**src/rtl/conv_pkg.sv**
```systemverilog
// Shared definitions for the pixel feed path.
//   COORD_W / GRAY_W     : coordinate and grayscale widths
//   H_PIXELS_DEF / V_PIXELS_DEF : default frame geometry
//   FIFO_DEPTH / FIFO_W  : output FIFO geometry (gray + eol + eof)
//   state_t              : feed controller FSM states
//   pix_t                : one FIFO entry
package conv_pkg;

  localparam int unsigned COORD_W      = 10;
  localparam int unsigned GRAY_W       = 4;
  localparam int unsigned H_PIXELS_DEF = 640;
  localparam int unsigned V_PIXELS_DEF = 480;
  localparam int unsigned FIFO_DEPTH   = 4;
  localparam int unsigned FIFO_W       = GRAY_W + 2;

  typedef enum logic [1:0] {
    IDLE  = 2'd0,
    RUN   = 2'd1,
    DRAIN = 2'd2
  } state_t;

  typedef struct packed {
    logic [GRAY_W-1:0] data;
    logic              eol;
    logic              eof;
  } pix_t;

endpackage

```
**src/rtl/pixel_fifo.sv**
```systemverilog
// Synchronous 4-entry FIFO holding captured pixels with their eol/eof flags.
//   clk, reset : clock, synchronous active-high reset (clears storage too)
//   push_i, din_i : write strobe and entry
//   pop_i      : read strobe (ignored when empty)
//   dout_o     : head entry, combinational from storage
//   empty_o    : FIFO holds no entries
//   count_o    : occupancy 0..4
module pixel_fifo
  import conv_pkg::*;
(
  input  logic              clk,
  input  logic              reset,
  input  logic              push_i,
  input  logic [FIFO_W-1:0] din_i,
  input  logic              pop_i,
  output logic [FIFO_W-1:0] dout_o,
  output logic              empty_o,
  output logic [2:0]        count_o
);

  logic [FIFO_W-1:0] mem_q [FIFO_DEPTH];
  logic [1:0]        wr_ptr_q;
  logic [1:0]        rd_ptr_q;
  logic [2:0]        count_q;
  logic [2:0]        count_d;
  logic              do_push;
  logic              do_pop;

  assign do_pop  = pop_i && (count_q != 3'd0);
  // A push into a full FIFO is legal only when the head leaves in the same cycle.
  assign do_push = push_i && ((count_q != 3'(FIFO_DEPTH)) || do_pop);

  always_comb begin
    count_d = count_q;
    unique case ({do_push, do_pop})
      2'b10:   count_d = count_q + 3'd1;
      2'b01:   count_d = count_q - 3'd1;
      default: count_d = count_q;
    endcase
  end

  always_ff @(posedge clk) begin
    if (reset) begin
      for (int unsigned i = 0; i < FIFO_DEPTH; i++) begin
        mem_q[i] <= '0;
      end
      wr_ptr_q <= '0;
      rd_ptr_q <= '0;
      count_q  <= '0;
    end else begin
      if (do_push) begin
        mem_q[wr_ptr_q] <= din_i;
        wr_ptr_q        <= wr_ptr_q + 2'd1;
      end
      if (do_pop) begin
        rd_ptr_q <= rd_ptr_q + 2'd1;
      end
      count_q <= count_d;
    end
  end

  assign dout_o  = mem_q[rd_ptr_q];
  assign empty_o = (count_q == 3'd0);
  assign count_o = count_q;

endmodule

```
**src/rtl/pixel_feed_controller.sv**
```systemverilog
// Scans one frame of coordinates into a grayscale generator and streams the
// returned pixels to a consumer with valid/ready flow control.
//   clk, reset          : clock, synchronous active-high reset
//   frame_start         : pulse that starts one frame scan from IDLE
//   pixel_en            : enable gating coordinate issue
//   gen_x, gen_y        : coordinate presented to the generator
//   gen_tick            : high the cycle after each issue
//   gen_color           : generator result, captured two cycles after issue
//   pix_data/eol/eof    : FIFO head pixel and its line/frame end flags
//   pix_valid/pix_ready : output handshake
//   busy, frame_done    : not-IDLE indicator, end-of-frame pulse
module pixel_feed_controller
  import conv_pkg::*;
#(
  parameter int unsigned H_PIXELS = H_PIXELS_DEF,
  parameter int unsigned V_PIXELS = V_PIXELS_DEF
) (
  input  logic               clk,
  input  logic               reset,
  input  logic               frame_start,
  input  logic               pixel_en,
  output logic [COORD_W-1:0] gen_x,
  output logic [COORD_W-1:0] gen_y,
  output logic               gen_tick,
  input  logic [GRAY_W-1:0]  gen_color,
  output logic [GRAY_W-1:0]  pix_data,
  output logic               pix_eol,
  output logic               pix_eof,
  output logic               pix_valid,
  input  logic               pix_ready,
  output logic               busy,
  output logic               frame_done
);

  localparam logic [COORD_W-1:0] X_LAST = COORD_W'(H_PIXELS - 1);
  localparam logic [COORD_W-1:0] Y_LAST = COORD_W'(V_PIXELS - 1);

  state_t             state_q;
  logic [COORD_W-1:0] x_q;
  logic [COORD_W-1:0] y_q;
  logic               done_q;

  logic               tick_q;
  logic               cap_q;
  logic               eol_p1_q;
  logic               eof_p1_q;
  logic               eol_p2_q;
  logic               eof_p2_q;
  logic [1:0]         inflight_q;
  logic [1:0]         inflight_d;

  logic               x_end;
  logic               last_coord;
  logic               issue;
  logic               pop;
  logic               fifo_empty;
  logic [2:0]         occ;
  logic [FIFO_W-1:0]  fifo_din;
  pix_t               fifo_dout;

  assign x_end      = (x_q == X_LAST);
  assign last_coord = x_end && (y_q == Y_LAST);

  // x_q/y_q hold the coordinate to issue next, so an issue presents it in the
  // same cycle; credits count both generator latency slots and FIFO entries.
  assign issue = (state_q == RUN) && pixel_en && ((3'(inflight_q) + occ) < 3'd4);
  assign pop   = !fifo_empty && pix_ready;

  always_ff @(posedge clk) begin
    if (reset) begin
      state_q <= IDLE;
      x_q     <= '0;
      y_q     <= '0;
      done_q  <= 1'b0;
    end else begin
      done_q <= 1'b0;
      unique case (state_q)
        IDLE: begin
          // done_q high means this is the frame_done cycle: start is ignored.
          if (frame_start && !done_q) begin
            state_q <= RUN;
          end
        end
        RUN: begin
          if (issue) begin
            if (x_end) begin
              x_q <= '0;
              y_q <= last_coord ? '0 : y_q + COORD_W'(1);
            end else begin
              x_q <= x_q + COORD_W'(1);
            end
            if (last_coord) begin
              state_q <= DRAIN;
            end
          end
        end
        DRAIN: begin
          if (pop && fifo_dout.eof) begin
            state_q <= IDLE;
            done_q  <= 1'b1;
          end
        end
        default: state_q <= IDLE;
      endcase
    end
  end

  // Two-stage issue pipeline matching generator latency; stage 2 is the capture.
  always_ff @(posedge clk) begin
    if (reset) begin
      tick_q     <= 1'b0;
      cap_q      <= 1'b0;
      eol_p1_q   <= 1'b0;
      eof_p1_q   <= 1'b0;
      eol_p2_q   <= 1'b0;
      eof_p2_q   <= 1'b0;
      inflight_q <= '0;
    end else begin
      tick_q     <= issue;
      cap_q      <= tick_q;
      eol_p1_q   <= issue && x_end;
      eof_p1_q   <= issue && last_coord;
      eol_p2_q   <= eol_p1_q;
      eof_p2_q   <= eof_p1_q;
      inflight_q <= inflight_d;
    end
  end

  always_comb begin
    inflight_d = inflight_q;
    unique case ({issue, cap_q})
      2'b10:   inflight_d = inflight_q + 2'd1;
      2'b01:   inflight_d = inflight_q - 2'd1;
      default: inflight_d = inflight_q;
    endcase
  end

  assign fifo_din = {gen_color, eol_p2_q, eof_p2_q};

  pixel_fifo u_fifo (
    .clk     (clk),
    .reset   (reset),
    .push_i  (cap_q),
    .din_i   (fifo_din),
    .pop_i   (pop),
    .dout_o  (fifo_dout),
    .empty_o (fifo_empty),
    .count_o (occ)
  );

  assign gen_x      = x_q;
  assign gen_y      = y_q;
  assign gen_tick   = tick_q;
  assign pix_data   = fifo_dout.data;
  assign pix_eol    = fifo_dout.eol;
  assign pix_eof    = fifo_dout.eof;
  assign pix_valid  = !fifo_empty;
  assign busy       = (state_q != IDLE);
  assign frame_done = done_q;

endmodule

```
**config.mk**
```make
export PLATFORM = sky130hd
export DESIGN_NAME = pixel_feed_controller
export DESIGN_NICKNAME = d
export VERILOG_FILES = /design/src/rtl/conv_pkg.sv /design/src/rtl/pixel_fifo.sv /design/src/rtl/pixel_feed_controller.sv
export SDC_FILE = /design/constraint.sdc
export NUM_CORES = 1
export LEC_CHECK = 0
export ABC_AREA = 1
export CAP_MARGIN = 20
export CORE_MARGIN = 1.5
export CORE_UTILIZATION = 52
export CTS_BUF_LIST = sky130_fd_sc_hd__clkbuf_2 sky130_fd_sc_hd__clkbuf_4 sky130_fd_sc_hd__clkbuf_8
export DETAILED_ROUTE_END_ITERATION = 8
export PLACE_DENSITY_LB_ADDON = 0.12
export SETUP_SLACK_MARGIN = 0.3
export SLEW_MARGIN = 20
export SYNTH_ARGS = -nofsm -noshare
export SYNTH_HDL_FRONTEND = slang
export SYNTH_SLANG_ARGS = --single-unit
export TNS_END_PERCENT = 5
```
**constraint.sdc**
```tcl
create_clock -name clk -period 1.9 [get_ports clk]
set_clock_uncertainty 0.2 [all_clocks]
set_input_delay 0.19 -clock clk [delete_from_list [all_inputs] [get_ports clk]]
set_output_delay 0.19 -clock clk [all_outputs]
set_load 0.02 [all_outputs]
```
==> summary.md, run 1 <==
| Metric | Value |
|---|---|
| Post-synthesis sequential area ratio | `49.9%` |
| Compound-Gate Fraction of Synth Area | `under 10%` |
| Core region area | `~5600 µm²` |
| Met1 Usage GRT | `between 20% and 30%` |
| Port Buf Inserts | `38` |
| Min Clock Period, post-route | `approximately 1900 ps` |
| Worst hold path class | `reg2reg` |
| Setup ws final | `-29.8 ps` |
| Post-synth top area cell | `dfxtp_1` |
| Pwr Total | `around 3.4 mW` |
| Vias in the first global route | `~2500` |
| Design area | `4230 µm²` |
| Top cells by area, synth | `dfxtp_1 26%, edfxtp_1 24%, nor2_1 9.5%, nand2_1 9.4%, inv_1 5.9%` |
| Chip Width | `about 80 µm` |
| Met2 usage | `roughly two fifths` |
| Worst EP arrival | `1950 ps` |
| GR Util met3 | `3.54%` |
| Initial antenna violation count | `0` |
| Share of the synthesized area in the top cell type | `26.3%` |
| Overflow after GRT | `0` |
| Clk buf depth | `2` |
| DRC violations left | `0` |
| Worst VDD drop | `about 460 µV` |
| P&R area growth vs syn | `38.8%` |
| Post-Synthesis Cells | `391` |
| Final Non-Filler Cells | `approximately 540` |
| Antenna viol nets, final | `0` |
| Status | `finished, violations left` |
| Final nets | `between 400 and 500` |
| CP Launch Type | `flip-flop` |
| R2r setup slk | `-30 ps` |
| Critical path endpoint category | `flip-flop` |
| CTS clock-pin slew for the worst setup and hold paths | `60 ps` |
| Critical path type | `reg2reg` |
| CTS tree | `yes` |
| Max_slew headroom | `~76%` |
| Final wirelength | `roughly 7100 µm` |
| TNS Setup | `-29.8 ps` |
| Clock sink total | `64` |
| DIE HEIGHT | `79.5 µm` |
| # diodes | `0` |
| Global-route wire length before repair | `between 10000 and 15000 µm` |
| Post-synthesis adder-cell area fraction | `under 10%` |
| Most frequent cell after synthesis | `nor2_1` |
| Max-Cap Viols | `0` |
| CTS H-tree lvls | `3` |
| # IOs | `39` |
| Max stage delay on crit path | `~370 ps` |
| Synthesized area per cell | `between 7 and 8 µm²` |
| Site Rows | `27` |
| Share of cells above drive strength 1 | `between 20% and 30%` |
| Latest clock arrival within the worst-skew pair | `around 340 ps` |
| Synth Cell Area | `~3000 µm²` |
| RSZ-0062 raised after global routing | `yes` |
| Final core utilization | `about three quarters` |
| Post-synth top cells | `77 x nor2_1, 76 x nand2_1, 48 x inv_1` |
| Post-synth cell types | `30` |
| Hold slack | `about 200 ps` |
| R2r endpoint | `u_fifo.count_o[2]` |
| Max stage delay cell, worst path | `dfxtp_4` |
| Post-synthesis mux area share | `0%` |
| Die Area | `approximately 6300 µm²` |
| Power density over the cells | `between 800 and 900 nW/µm²` |
| Largest net degree at the start of global routing | `18` |
| EDFF count, synth | `24` |
| Failing checks | `setup timing` |
| P_leak | `between 2 and 2.5 nW` |
| Routability-driven placement congestion ratio | `around 0.85` |
| Final Slew Violations | `0` |
| Initial cell density of the core | `a little over half` |
| Placed Area | `between 3000 and 4000 µm²` |
| Worst slew pin tran | `357 ps` |
| Yosys warns | `0` |
| Post-Place Worst Slack | `-268 ps` |
| XOR/XNOR Fraction of Synth Area | `0.862%` |
| CP max FO | `4` |
| End point of the critical path | `u_fifo.count_o[2]` |
| Final setup vio count | `1` |
| Mapped Nets | `406` |
| Placed cell count | `517` |
| TritonCTS Buffers | `9` |
| Largest family of logic cells by synthesized area | `simple AND/OR/NAND/NOR gates` |
| Critical Path Source | `u_fifo.count_o[1]` |
| Final hold violations | `0` |
| Vias/cell | `between 5 and 6` |
| WL/cell | `about 13 µm` |
| Async set-reset flop share out of synthesis | `0%` |
| Data required, critical path | `~1900 ps` |
| Cell Chain, Critical Path | `nor2_4, nand3_2, nand2_2, ha_4, inv_2, fa_2, a21oi_2, o21ai_2, o21ai_1, a21oi_1` |
| Post-Synth Simple-Gate Area | `29.8%` |
| #FFs+latches synth | `between 60 and 70` |
| Drt first pass iters | `4` |
| Post-DP HPWL | `a little under 5000 µm` |
| Worst r2r path cells | `10` |
| Initial drt markers | `130` |
| Worst r2r src | `u_fifo.count_o[1]` |
| Routed vias | `between 2000 and 3000` |
| GRT busiest layer | `met2` |
| Ys flop type | `dfxtp_1` |
| GR Util All Layers | `between 20% and 30%` |
| CTS Hold Bufs | `0` |
| Root Buffer | `clkbuf_8` |
| Max Clock Freq | `roughly 520 MHz` |
| Tcrit/Tclk final | `102%` |
## registers in the layout, summed over array words and instances, names as in the netlist, 2 cells and up, named ones only
name and flops:
u_fifo.mem_q 24, gen_x 10, gen_y 10, u_fifo.count_o 3, inflight_q 2, state_q 2
u_fifo.rd_ptr_q 2, u_fifo.wr_ptr_q 2
## layer usage
| metal | vias to the layer above | wire (µm) |
|---|---|---|
| met2 | 80 | 3780 |
| met1 | 1257 | 2890 |
| met3 | 16 | 319 |
| li1 | 1412 | - |
| met5 | - | 0 |
| met4 | 0 | 128 |
## timing repair
item	in CTS	in global routing
pin swaps	7	24
setup buffers	1	4
cloned	1	0
resized for setup	36	92
setup endpoints to repair	94	102
## cell type report
type                    count  area [µm²]
inverters                  49         191
clock inverters             5        71.3
clock buffers              11         139
multi-input cells         270        1510
fillers                   409        1350
flip-flops and latches     64        1540
well taps                  72        90.1
repair buffers             68         692
## cells in the final DEF, fill, tap and decap left out, drive strengths merged
cell type,synthesis,final
a21oi,25,25
and2,1,1
buf,6,36
bufinv,0,2
clkbuf,2,11
clkdlybuf4s50,0,8
clkinv,0,3
dfxtp,40,40
dlymetal6s2s,0,24
edfxtp,24,24
fa,1,1
ha,5,5
inv,49,49
nand2,82,82
nand3,29,29
nand3b,3,3
nand4,8,8
nor2,81,81
nor3,1,1
nor4,1,1
o21ai,23,23
o21bai,1,1
o22ai,5,5
or2,1,1
xor2,3,3
## report_power, final
part           switching, mW  total, mW  internal [mW]
Combinational          0.354      0.641          0.288
Clock                  0.490       1.24          0.755
Sequential            0.0565       1.54           1.48
## logic make-up after synthesis
kind of cell	Yosys count
flops	64
compound gates	54
buf+inv	57
fa+ha+maj	6
simple gates	207
xor+xnor	3
## worst max-delay path, delay by kind of cell, from the launching register on
kind	cells	cell delay, ps
compound gates	4	380
fa+ha+maj	2	490
buf+inv	1	40
flops	1	370
simple gates	3	330
## how the worst min path moves through the flow
stage	from	endpoint	slack (ps)	cells after the start
finish	eof_p1_q	eof_p2_q	200	2
global route	eol_p1_q	eol_p2_q	230	2
CTS	eof_p1_q	eof_p2_q	200	2
detailed placement	eof_p1_q	eof_p2_q	200	2
global placement	eof_p1_q	eof_p2_q	190	2
floorplan	frame_start	state_q[0]	160	2
Note: power is estimated with default switching activity, not from simulation.
==> run 2: changes to the inputs <==
--- a/config.mk
+++ b/config.mk
@@ -7,7 +7,7 @@
 export LEC_CHECK = 0
 export ABC_AREA = 1
 export CAP_MARGIN = 20
-export CORE_MARGIN = 1.5
+export CORE_MARGIN = 2
 export CORE_UTILIZATION = 52
 export CTS_BUF_LIST = sky130_fd_sc_hd__clkbuf_2 sky130_fd_sc_hd__clkbuf_4 sky130_fd_sc_hd__clkbuf_8
 export DETAILED_ROUTE_END_ITERATION = 8
==> summary.md, run 2 (synthesis results as in run 1) <==
| Metric | Value |
|---|---|
| Post-Place Worst Slack | `-284 ps` |
| Antenna viol nets, final | `0` |
| Die Area | `roughly 6500 µm²` |
| Root Buffer | `clkbuf_8` |
| Critical path type | `reg2reg` |
| Critical path's top delay family | `adder cells` |
| Worst hold path class | `reg2reg` |
| Cell Chain, Critical Path | `ha_4, nand3_4, nand3_4, nand3_4, ha_4, a21oi_2, o21ai_1, inv_1, o21ai_1, a21oi_1` |
| Overflow after GRT | `0` |
| Vias/cell | `about 5.2` |
| # IOs | `39` |
| Worst slew pin tran | `between 300 and 400 ps` |
| Max stage delay on crit path | `roughly 370 ps` |
| Commonest non-fill, non-tap cells in the layout | `66 x nor2_1, 63 x nand2_1, 43 x inv_1, 34 x dfxtp_1, 24 x edfxtp_1` |
| P_sw | `943 µW` |
| Core region area | `between 5000 and 6000 µm²` |
| Final setup vio count | `1` |
| Worst VDD drop | `just over 600 µV` |
| Data required, critical path | `around 1900 ps` |
| CP bufs+invs | `1` |
| # diodes | `0` |
| Post-DP HPWL | `roughly 4800 µm` |
| P&R area growth vs syn | `42.0%` |
| Switching share of power | `27.2%` |
| Design area | `between 4000 and 5000 µm²` |
| Chip Width | `between 80 and 90 µm` |
| Max_slew headroom | `78.1%` |
| Critical path endpoint category | `flip-flop` |
| Port Buf Inserts | `38` |
| Min Clock Period, post-route | `~1900 ps` |
| TNS Setup | `-47.9 ps` |
| Max-Cap Viols | `0` |
| Final hold violations | `0` |
| Power density over the cells | `approximately 800 nW/µm²` |
| Top reg by flops | `u_fifo.mem_q` |
| Global-route wire length before repair | `approximately 11000 µm` |
| Routability-driven placement congestion ratio | `between 0.8 and 0.9` |
| Drt first pass iters | `4` |
| Clock sink total | `64` |
| Clock power frac | `a little under two fifths` |
| Tcrit/Tclk final | `103%` |
| Final Slew Violations | `0` |
| Initial antenna violation count | `0` |
| CTS clock-pin slew for the worst setup and hold paths | `roughly 70 ps` |
| Latest clock arrival within the worst-skew pair | `approximately 340 ps` |
| Commonest non-fill, non-tap cell in the layout | `nor2_1` |
| RSZ-0062 raised after global routing | `yes` |
| Setup ws final | `-47.9 ps` |
| Placed Area | `3710 µm²` |
| Hold slack | `219 ps` |
| CTS H-tree lvls | `3` |
| Worst path most repeated cell | `nand3_4` |
| Initial cell density of the core | `between 50 and 60%` |
| Largest net degree at the start of global routing | `19` |
| CP max FO | `4` |
| Logic pwr share | `a little under a fifth` |
| Max stage delay cell, worst path | `dfxtp_4` |
| Final wirelength | `between 7000 and 8000 µm` |
| Site Rows | `27` |
| Failing checks | `setup timing` |
| Vias in the first global route | `2456` |
| Worst EP arrival | `1970 ps` |
| Status | `finished, violations left` |
| Max Clock Freq | `between 500 and 600 MHz` |
| Max reg flops | `24` |
| DIE HEIGHT | `around 81 µm` |
| WL/cell | `around 14 µm` |
| Final nets | `477` |
| Initial drt markers | `140` |
| CP Launch Type | `flip-flop` |
| GR Util All Layers | `about 22%` |
| DRC violations left | `0` |
| P_leak | `around 2.1 nW` |
| Routed vias | `around 2800` |
| Flop pwr share | `between 40 and 50%` |
| CTS tree | `yes` |
| Share of cells above drive strength 1 | `around 28%` |
| Clk buf depth | `2` |
| TritonCTS Buffers | `9` |
| Internal Power | `2.53 mW` |
run 2: power by group through the flow:
stage               clock (mW)  sequential [mW]  combinational (mW)
floorplan                    0             1.55               0.321
global placement             0             1.55               0.539
finish                    1.28             1.53               0.658
CTS                       1.28             1.53               0.583
global route              1.35             1.54               0.717
detailed placement           0             1.55               0.550
run 2: what timing repair did:
action,CTS,global route
gates cloned,0,1
gates resized for setup,50,102
endpoints found under the setup margin,94,105
setup buffers,1,4
pin swaps,10,33
hold buffers,0,0
run 2: worst register-to-register path, delay by kind of cell (launching register included):
family                     cells  cell delay (ps)
and+or+nand+nor                3              320
DFF                            1              370
adders and majority gates      2              570
AOI/OAI and AO/OA              4              300
buffers and inverters          1               80
run 2: per-layer routing:
layer	wire length [µm]	track usage (%)	part of all wire (%)
met5	0	0	0
met4	81	9.15	1.1
met3	248	3.93	3.4
met2	3840	39.1	52
met1	3150	26.6	43
run 2: metrics by stage:
step                instances  util [%]  total power, mW
floorplan                 391         -             1.87
global placement          517      66.5             2.09
detailed placement        517      66.5             2.10
CTS                       534      71.5             3.39
global route              539      77.6             3.61
finish                    539      77.6             3.47
run 2: final cells by class:
class | instances | area (µm²)
fill | 405 | 1250
timing repair buffer | 68 | 722
tap | 72 | 90.1
multi-input combinational | 270 | 1580
inverter | 49 | 186
clock buffer | 10 | 131
sequential | 64 | 1530
clock inverter | 6 | 83.8
run 2: path summary, 6_finish.rpt:
path | depth (start not counted) | slack, ps | end | from
worst min-delay path | 2 | 220 | cap_q | gen_tick
worst min register to register | 2 | 220 | cap_q | gen_tick
worst max register to register | 10 | -50 | inflight_q[1] | u_fifo.count_o[1]
worst max-delay path | 10 | -50 | inflight_q[1] | u_fifo.count_o[1]
==> run 3: changes to the inputs <==
--- a/config.mk
+++ b/config.mk
@@ -8,7 +8,7 @@
 export ABC_AREA = 1
 export CAP_MARGIN = 20
 export CORE_MARGIN = 2
-export CORE_UTILIZATION = 52
+export CORE_UTILIZATION = 50
 export CTS_BUF_LIST = sky130_fd_sc_hd__clkbuf_2 sky130_fd_sc_hd__clkbuf_4 sky130_fd_sc_hd__clkbuf_8
 export DETAILED_ROUTE_END_ITERATION = 8
 export PLACE_DENSITY_LB_ADDON = 0.12
@@ -16,5 +16,6 @@
 export SLEW_MARGIN = 20
 export SYNTH_ARGS = -nofsm -noshare
 export SYNTH_HDL_FRONTEND = slang
+export SYNTH_HIERARCHICAL = 1
 export SYNTH_SLANG_ARGS = --single-unit
 export TNS_END_PERCENT = 5
==> constraint.sdc (replaced) <==
create_clock -name clk -period 1.9 [get_ports clk]
set_clock_uncertainty 0.2 [all_clocks]
set_input_delay 0.19 -clock clk [delete_from_list [all_inputs] [get_ports clk]]
set_output_delay 0.19 -clock clk [all_outputs]
set_load 0.01 [all_outputs]
==> summary.md, run 3 <==
| Metric | Value |
|---|---|
| Status | `completed` |
| GR Util All Layers | `20.5%` |
| Hold slack | `201 ps` |
| Yosys warns | `6` |
| CP max FO | `4` |
| Synthesized area per cell | `between 7 and 8 µm²` |
| P&R area growth vs syn | `37.1%` |
| Data required, critical path | `1930 ps` |
| Antenna viol nets, final | `0` |
| Share of the synthesized area in the top cell type | `between 20% and 30%` |
| Mapped Nets | `around 420` |
| Overflow after GRT | `0` |
| Clk buf depth | `2` |
| Post-synth top area cell | `dfxtp_1` |
| CTS clock-pin slew for the worst setup and hold paths | `roughly 70 ps` |
| Power density over the cells | `slightly above 700 nW/µm²` |
| Site Rows | `28` |
| EDFF count, synth | `24` |
| Worst slew pin tran | `421 ps` |
| Final Slew Violations | `0` |
| Top cells by area, synth | `dfxtp_1 25%, edfxtp_1 23%, nand2_1 10%, nor2_1 8.3%, inv_1 6.0%` |
| Post-synth top cells | `88 x nand2_1, 70 x nor2_1, 50 x inv_1` |
| Top reg by flops | `u_fifo/mem_q` |
| #FFs+latches synth | `64` |
| RSZ-0062 raised after global routing | `yes` |
| Critical path type | `reg2reg` |
| Chip Width | `between 80 and 90 µm` |
| Most frequent cell after synthesis | `nand2_1` |
| Fillcell total | `~490` |
| Max-Cap Viols | `0` |
| Core region area | `between 6000 and 7000 µm²` |
| Worst EP arrival | `roughly 1900 ps` |
| Initial antenna violation count | `0` |
| CTS Hold Bufs | `0` |
| Routability-driven placement congestion ratio | `roughly 0.80` |
| Largest net degree at the start of global routing | `25` |
| Vias/cell | `roughly 5.1` |
| Die Area | `6960 µm²` |
| Routed vias | `about 2800` |
| CTS tree | `yes` |
| Commonest non-fill, non-tap cells in the layout | `75 x nand2_1, 67 x nor2_1, 45 x inv_1, 24 x buf_4, 24 x edfxtp_1` |
| Final hold violations | `0` |
| Commonest non-fill, non-tap cell in the layout | `nand2_1` |
| Share of cells above drive strength 1 | `27.3%` |
| WL/cell | `12.4 µm` |
| Worst hold path class | `reg2reg` |
| Latest clock arrival within the worst-skew pair | `~330 ps` |
| Root Buffer | `clkbuf_8` |
| Tcrit/Tclk final | `between 90 and 100%` |
| TritonCTS Buffers | `9` |
| Critical path endpoint category | `flip-flop` |
| Post-DP HPWL | `roughly 4900 µm` |
| Drt first pass iters | `4` |
| P_leak | `a little over 2 nW` |
| Post-Synthesis Cells | `407` |
| Synth Cell Area | `between 3000 and 4000 µm²` |
| Final wirelength | `a little under 7000 µm` |
| Initial drt markers | `108` |
| Global-route wire length before repair | `between 10000 and 15000 µm` |
| # diodes | `0` |
| Max_slew headroom | `between 70 and 80%` |
| Design area | `approximately 4300 µm²` |
| CTS H-tree lvls | `3` |
| Initial cell density of the core | `52.3%` |
| Post-synth cell types | `32` |
| Final setup vio count | `0` |
| Placed Area | `approximately 3900 µm²` |
| Clock sink total | `64` |
| DRC violations left | `0` |
| Final nets | `around 490` |
| Max reg flops | `24` |
| # IOs | `39` |
| Vias in the first global route | `between 2000 and 3000` |
| Async set-reset flop share out of synthesis | `0%` |
| Worst VDD drop | `roughly 540 µV` |
| Ys flop type | `dfxtp_1` |
| Port Buf Inserts | `38` |
| Max Clock Freq | `roughly 530 MHz` |
| Post-synthesis sequential area ratio | `48.2%` |
| CP Launch Type | `flip-flop` |
| DIE HEIGHT | `between 80 and 90 µm` |
| Min Clock Period, post-route | `approximately 1900 ps` |
run 3: kinds of logic after synthesis:
family / synth area share (%)
AOI/OAI and AO/OA: 10.6
xor gates and xnor gates: 1.39
adders and majority gates: 2.22
buffers and inverters: 7.54
DFF: 48.2
and+or+nand+nor: 30.0
run 3: timing repair:
| action | 4_1_cts | 5_1_grt |
|---|---|---|
| pin swaps | 5 | 25 |
| resized for setup | 30 | 90 |
| endpoints found under the hold margin | 0 | 0 |
| cloned | 0 | 0 |
| buffers inserted | 1 | 2 |
| endpoints found under the setup margin | 109 | 115 |
run 3: path summary, 6_finish.rpt:
kind                startpoint                end  slack [ps]  depth (start not counted)
max          u_fifo/count_o[1]  u_fifo/count_o[2]          20                         12
min                   eof_p1_q           eof_p2_q         200                          2
max reg2reg  u_fifo/count_o[1]  u_fifo/count_o[2]          20                         12
min reg2reg           eof_p1_q           eof_p2_q         200                          2
run 3: metal layers:
metal	vias to the layer above	GRT usage (%)	wire (µm)
met2	47	36.2	3480
met3	9	4.87	258
li1	1458	-	-
met4	0	6.30	62
met1	1315	24.8	3070
met5	-	0	0
run 3: metrics by stage:
step           TNS [ps]  utilization [%]  setup slack, ps  std cells  power (mW)
6_report              0             71.8             20.0        555        3.10
5_1_grt            -277             71.8             -105        555        3.20
4_1_cts               0             68.0             37.3        553        3.11
3_5_place_dp      -2980             64.0             -211        536        1.71
3_3_place_gp      -1920             64.0             -191        536        1.70
2_1_floorplan     -72.8                -            -27.9        407        1.61
run 3: layout make-up:
cell class / instances / area, µm² / area share [%]
Clock buffer: 9 / 124 / 2.86
Clock inverter: 7 / 120 / 2.78
Inverter: 52 / 200 / 4.63
Multi-Input combinational cell: 283 / 1610 / 37.1
Sequential cell: 64 / 1560 / 36.0
Tap cell: 75 / 93.8 / 2.17
Timing Repair Buffer: 65 / 622 / 14.4
run 3: where the power goes:
part           switching [mW]  internal, mW  total (mW)
clock                   0.544         0.873        1.42
combinational           0.120        0.0929       0.213
sequential             0.0236          1.45        1.47
total                   0.688          2.41        3.10
run 3: critical path, cell delays in order, from the launching register on:
cell     delay [ps]
dfxtp_4         380
nor2_2           50
nand2_2          60
inv_2            50
nor2_4           90
inv_2            60
a21oi_4         120
nand2_2          80
fa_2            350
inv_2            60
nand4_1         100
a21oi_2         140
nor2_1           50
